**src/rtl/amo_sequencer.sv**
```systemverilog
// RV32A atomic-memory-operation sequencer: read, AMOALU combine, write back, return old word.
// Optional LR/SC reservation support is enabled by defining AMO_LRSC_EN.
module amo_sequencer (
   input  logic        clock,
   input  logic        reset_n,
   input  logic        io_req_valid,
   output logic        io_req_ready,
   input  logic [4:0]  io_req_cmd,
   input  logic [31:0] io_req_addr,
   input  logic [31:0] io_req_data,
   output logic        io_resp_valid,
   output logic [31:0] io_resp_data,
   output logic        io_resp_error,
   output logic        mem_req_valid,
   input  logic        mem_req_ready,
   output logic        mem_req_write,
   output logic [31:0] mem_req_addr,
   output logic [31:0] mem_req_wdata,
   output logic [3:0]  mem_req_mask,
   input  logic        mem_resp_valid,
   input  logic [31:0] mem_resp_data,
   output logic [4:0]  alu_cmd,
   output logic [3:0]  alu_mask,
   output logic [31:0] alu_lhs,
   output logic [31:0] alu_rhs,
   input  logic [31:0] alu_out
);

   localparam logic [4:0] CMD_SWAP = 5'h04;
   localparam logic [4:0] CMD_LR   = 5'h06;
   localparam logic [4:0] CMD_SC   = 5'h07;
   localparam logic [4:0] CMD_ADD  = 5'h08;
   localparam logic [4:0] CMD_XOR  = 5'h09;
   localparam logic [4:0] CMD_OR   = 5'h0a;
   localparam logic [4:0] CMD_AND  = 5'h0b;
   localparam logic [4:0] CMD_MIN  = 5'h0c;
   localparam logic [4:0] CMD_MAX  = 5'h0d;
   localparam logic [4:0] CMD_MINU = 5'h0e;
   localparam logic [4:0] CMD_MAXU = 5'h0f;

   typedef enum logic [2:0] {IDLE, RD_REQ, RD_WAIT, WR_REQ, RESP} state_t;

   state_t      state;
   logic [4:0]  cmd_q;
   logic [31:0] data_q;
   logic [31:0] old_q;
   logic        cmd_legal;

`ifdef AMO_LRSC_EN
   logic        rsv_valid;
   logic [29:0] rsv_addr;
   logic        rsv_hit;

   assign rsv_hit = rsv_valid && (rsv_addr == io_req_addr[31:2]);
`endif

   assign mem_req_mask = 4'hf;
   assign alu_mask     = 4'hf;
   assign alu_cmd      = cmd_q;
   assign alu_rhs      = data_q;
   assign alu_lhs      = old_q;

   always_comb begin
      cmd_legal = 1'b0;
      case (io_req_cmd)
         CMD_SWAP, CMD_ADD, CMD_XOR, CMD_OR, CMD_AND,
         CMD_MIN, CMD_MAX, CMD_MINU, CMD_MAXU: cmd_legal = 1'b1;
`ifdef AMO_LRSC_EN
         CMD_LR, CMD_SC:                       cmd_legal = 1'b1;
`endif
         default:                              cmd_legal = 1'b0;
      endcase
   end

   // Write data must follow alu_out in the same cycle, since old_q only settles on entry to WR_REQ.
   always_comb begin
      mem_req_wdata = '0;
      if (state == WR_REQ)
         mem_req_wdata = (cmd_q == CMD_SWAP || cmd_q == CMD_SC) ? data_q : alu_out;
   end

   always_ff @(posedge clock or negedge reset_n) begin
      if (!reset_n) begin
         state         <= IDLE;
         io_req_ready  <= 1'b1;
         io_resp_valid <= 1'b0;
         io_resp_data  <= '0;
         io_resp_error <= 1'b0;
         mem_req_valid <= 1'b0;
         mem_req_write <= 1'b0;
         mem_req_addr  <= '0;
         cmd_q         <= '0;
         data_q        <= '0;
         old_q         <= '0;
`ifdef AMO_LRSC_EN
         rsv_valid     <= 1'b0;
         rsv_addr      <= '0;
`endif
      end else begin
         case (state)
            IDLE: begin
               if (io_req_valid) begin
                  cmd_q        <= io_req_cmd;
                  data_q       <= io_req_data;
                  mem_req_addr <= {io_req_addr[31:2], 2'b00};
                  io_req_ready <= 1'b0;
`ifdef AMO_LRSC_EN
                  if (io_req_cmd == CMD_SC)
                     rsv_valid <= 1'b0;
`endif
                  if (io_req_addr[1:0] != 2'b00 || !cmd_legal) begin
                     state         <= RESP;
                     io_resp_valid <= 1'b1;
                     io_resp_error <= 1'b1;
                     io_resp_data  <= '0;
                  end
`ifdef AMO_LRSC_EN
                  else if (io_req_cmd == CMD_SC) begin
                     if (rsv_hit) begin
                        state         <= WR_REQ;
                        mem_req_valid <= 1'b1;
                        mem_req_write <= 1'b1;
                     end else begin
                        state         <= RESP;
                        io_resp_valid <= 1'b1;
                        io_resp_data  <= 32'd1;
                     end
                  end
`endif
                  else begin
                     state         <= RD_REQ;
                     mem_req_valid <= 1'b1;
                     mem_req_write <= 1'b0;
                  end
               end
            end
            RD_REQ: begin
               if (mem_req_ready) begin
                  mem_req_valid <= 1'b0;
                  state         <= RD_WAIT;
               end
            end
            RD_WAIT: begin
               if (mem_resp_valid) begin
                  old_q <= mem_resp_data;
                  if (cmd_q == CMD_LR) begin
                     state         <= RESP;
                     io_resp_valid <= 1'b1;
                     io_resp_data  <= mem_resp_data;
`ifdef AMO_LRSC_EN
                     rsv_valid     <= 1'b1;
                     rsv_addr      <= mem_req_addr[31:2];
`endif
                  end else begin
                     state         <= WR_REQ;
                     mem_req_valid <= 1'b1;
                     mem_req_write <= 1'b1;
                  end
               end
            end
            WR_REQ: begin
               if (mem_req_ready) begin
                  mem_req_valid <= 1'b0;
                  mem_req_write <= 1'b0;
                  state         <= RESP;
                  io_resp_valid <= 1'b1;
                  io_resp_data  <= (cmd_q == CMD_SC) ? '0 : old_q;
`ifdef AMO_LRSC_EN
                  if (cmd_q != CMD_SC && rsv_valid && rsv_addr == mem_req_addr[31:2])
                     rsv_valid <= 1'b0;
`endif
               end
            end
            RESP: begin
               io_resp_valid <= 1'b0;
               io_resp_data  <= '0;
               io_resp_error <= 1'b0;
               io_req_ready  <= 1'b1;
               state         <= IDLE;
            end
            default: state <= IDLE;
         endcase
      end
   end

endmodule
```
**config.mk**
```make
export PLATFORM = sky130hd
export DESIGN_NAME = amo_sequencer
export DESIGN_NICKNAME = d
export VERILOG_FILES = /design/src/rtl/amo_sequencer.sv
export SDC_FILE = /design/constraint.sdc
export NUM_CORES = 1
export LEC_CHECK = 0
export ABC_AREA = 1
export BUFFER_PORTS_ARGS = -buffer_cell sky130_fd_sc_hd__buf_2
export CORE_UTILIZATION = 47
export CTS_CLUSTER_SIZE = 20
export DETAILED_ROUTE_END_ITERATION = 7
export HOLD_SLACK_MARGIN = 0.1
export PLACE_DENSITY = 0.84
export SKIP_CTS_REPAIR_TIMING = 1
export SLEW_MARGIN = 10
export SYNTH_ARGS = -nofsm -noshare
export SYNTH_HDL_FRONTEND = slang
export SYNTH_SLANG_ARGS = --single-unit
```
**constraint.sdc**
```tcl
create_clock -name clock -period 2.1 [get_ports clock]
set_input_delay 0.42 -clock clock [delete_from_list [all_inputs] [get_ports clock]]
set_output_delay 0.42 -clock clock [all_outputs]
set_load 0.03 [all_outputs]
```
==> run_results.csv <==
group,metric,value,unit
power,total_power,15.34,mW
synthesis,yosysUniqueCellTypes,25,
final_layout,antenna_cells,0,
detailed_routing,postRouteWirelength,22.62,mm
floorplan,io_pins,316,
synthesis,synth-seq-cells,139,
power,seq_power_share,0.304,
grt,grt_max_degree,70,
floorplan,num_rows,43,
floorplan,fp.dieW,122.0,µm
power,p_int,7.744,mW
sta,worst_pin_slew,1.081,ns
grt,track_usage,0.2770,
clock_tree,clkTransAtPathRegs,0.06,ns
power,vdd_drop_max,0.001179,V
detailed_routing,drt.antenna.violating_nets,0,
sta,hold_viol,0,
clock_tree,insertion_delay,0.42,ns
synthesis,yosysWarnings,0,
place,dp_hpwl,14.40,mm
grt,grt_pass1_wl,31.68,mm
setup_path,r2r_setup_slack,0.20,ns
place,portBuffers,305,
synthesis,netlist_instances,931,
place,dp_slack,0.1597,ns
synthesis,synth_area_per_cell,7.271,µm²
power,switching_share,0.4951,
setup_path,start_kind,"flop",
synthesis,yosysSeqAreaShare,0.5140,
synthesis,yosysMostFrequentCell,"nand2_1",
floorplan,start_util,0.4839,
setup_path,crit_arrival,2.03,ns
synthesis,synthFlopType,"dfrtp_1",
sta,worst_slack,-0.3525,ns
sta,slew_viol_final,0,
detailed_routing,vias,7233,
setup_path,startpoint,"alu_cmd[0]",
synthesis,synthTopCellsByCount,"513 x nand2_1, 138 x dfrtp_1, 70 x nand3_1",
synthesis,synth_edf_count,0,
setup_path,worst_setup_path_end_kind,"primary output",
detailed_routing,via_per_inst,5.097,
setup_path,r2r-start,"state[2]",
detailed_routing,drc_errors,0,
clock_tree,cts_root_buf,"clkbuf_16",
power,power_density,1582,mW/mm²
power,p_sw,7.596,mW
detailed_routing,drt_iter0_markers,654,
clock_tree,numClockSinks,139,
setup_path,worstPathRequired,1.68,ns
grt,grt_pass1_vias,6400,
floorplan,die_h,122.0,µm
place,routabilityCongestion,0.9555,
sta,rsz0062_at_grt,"yes",
final_layout,layout-drive-gt1-share,0.3640,
detailed_routing,first_pass_iters,5,
sta,fin_crit,2.453,ns
final_layout,areaGrowthSynthToFinish,43.29,%
floorplan,core_area,0.01399,mm²
sta,max_freq,407.7,MHz
setup_path,path_max_fanout,8,
job,cap_violations,0,
sta,min_period_over_period,1.168,
final_layout,nets,1364,
sta,slew_headroom,0.2791,
outcome,violations,"setup timing",
synthesis,synth_top_area_cell,"dfrtp_1",
clock_tree,htree_levels,4,
clock_tree,cts_tree,"built",
outcome,status,"complete, but fails checks",
detailed_routing,wl_per_cell,15.94,µm
sta,final-setup-viol-count,32,
synthesis,async_flop_share,1.000,
power,power.share.combinational,0.504,
final_layout,design_area,0.009699,mm²
synthesis,synth_area,0.006769,mm²
setup_path,path_class,"flop to primary output",
grt,antenna_found_initial,0,
clock_tree,clockBufferDepth,2,
synthesis,synth.area.top_cells,"dfrtp_1 51%, nand2_1 28%, nand3_1 5.2%",
place,postPlaceCellArea,0.008630,mm²
sta,skew,0.004831,ns
sta,hold_ws,0.2011,ns
min_path,hp-start,"io_req_data[30]",
min_path,holdCritPathClass,"primary input to flop",
synthesis,yosysTopAreaCellShare,0.5102,
power,p_leak,5.615,nW
power,power_frac_clock,0.192,
clock_tree,cts_buffers,17,
grt,grt.overflow.total,0,
floorplan,die-area,0.01489,mm²
==> per-stage QoR <==
| step | util | setup TNS [ns] | cells |
|---|---|---|---|
| after global routing | 0.6934 | -9.571 | 1419 |
| final | 0.6934 | -7.295 | 1419 |
| after CTS | 0.6586 | -7.517 | 1409 |
| after global placement | 0.6169 | 0 | 1377 |
| after detailed placement | 0.6169 | 0 | 1377 |
| after floorplan | - | -0.002695 | 939 |
==> logic make-up after synthesis <==
logic type / share of synthesized area
simple gates: 0.3774
flops: 0.5140
buf+inv: 0.07653
compound gates: 0.03087
other cells: 0.001109
==> layout make-up <==
| cell class | count | area, µm² |
|---|---|---|
| Fill cell | 1067 | 4289 |
| Sequential cell | 139 | 3482 |
| Multi-Input combinational cell | 689 | 3126 |
| Timing Repair Buffer | 330 | 2097 |
| Clock buffer | 18 | 439.2 |
| Tap cell | 180 | 225.2 |
| Inverter | 49 | 186.4 |
| Clock inverter | 14 | 143.9 |
==> critical path, cell delays in order, from the launching register on <==
cell and delay (ns):
dfrtp_2 0.44, inv_2 0.10, nor2_4 0.04, nor3_4 0.20, buf_12 0.16, clkbuf_16 0.16
nand2_1 0.08, a21oi_1 0.23, buf_4 0.20
==> metal layers <==
metal | wire, µm | track usage
met5 | 0 | 0
met2 | 11180 | 0.4460
met4 | 666 | 0.1165
met1 | 8979 | 0.3580
met3 | 1794 | 0.06414
==> flip-flops by register name, summed over array words and instances (netlist names) <==
signal,cells
io_req_ready,1
state,3
alu_rhs,32
mem_req_write,1
io_resp_valid,1
io_resp_error,1
io_resp_data,32
alu_lhs,32
mem_req_valid,1
mem_req_addr,30
alu_cmd,5
==> power groups by stage <==
stage / clock network, mW / registers, mW / logic [mW]
floorplan: 0 / 6.60 / 3.01
global placement: 0 / 4.57 / 7.10
detailed placement: 0 / 4.60 / 7.24
CTS: 2.99 / 4.58 / 7.25
global route: 3.11 / 4.77 / 8.32
finish: 2.94 / 4.66 / 7.73
==> cells in the final DEF (no fill, tap or decap) <==
cell type,n
inv_4,1
dfstp_2,1
bufinv_16,2
clkbuf_16,21
nand3_4,1
o21ai_2,1
clkinv_2,5
nor3_4,1
o21ai_0,7
inv_6,3
buf_8,1
inv_1,39
inv_2,9
nand3_2,2
dfrtp_2,2
nand2_4,7
a21oi_2,21
conb_1,10
o21ai_1,1
clkbuf_8,1
nor2_4,4
nor3_1,1
dlygate4sd3_1,1
clkinv_4,2
nand4_1,1
buf_6,30
buf_12,9
nand3_1,70
a21oi_1,2
dfrtp_1,136
a21oi_4,9
nand2_2,30
buf_2,274
nor2_8,1
nand2_1,479
nor2_1,41
clkinvlp_4,2
buf_4,11
==> worst paths after layout <==
| kind | end | cells after the start |
|---|---|---|
| setup / recovery | mem_req_wdata[0] | 8 |
| hold / removal | alu_rhs[30] | 3 |
| setup reg to reg | alu_rhs[0] | 6 |
| hold reg to reg | io_resp_data[1] | 2 |
| max in group asynchronous | io_req_ready | 3 |
| min in group asynchronous | io_resp_data[16] | 2 |
Power figures use the tool's default switching activity.
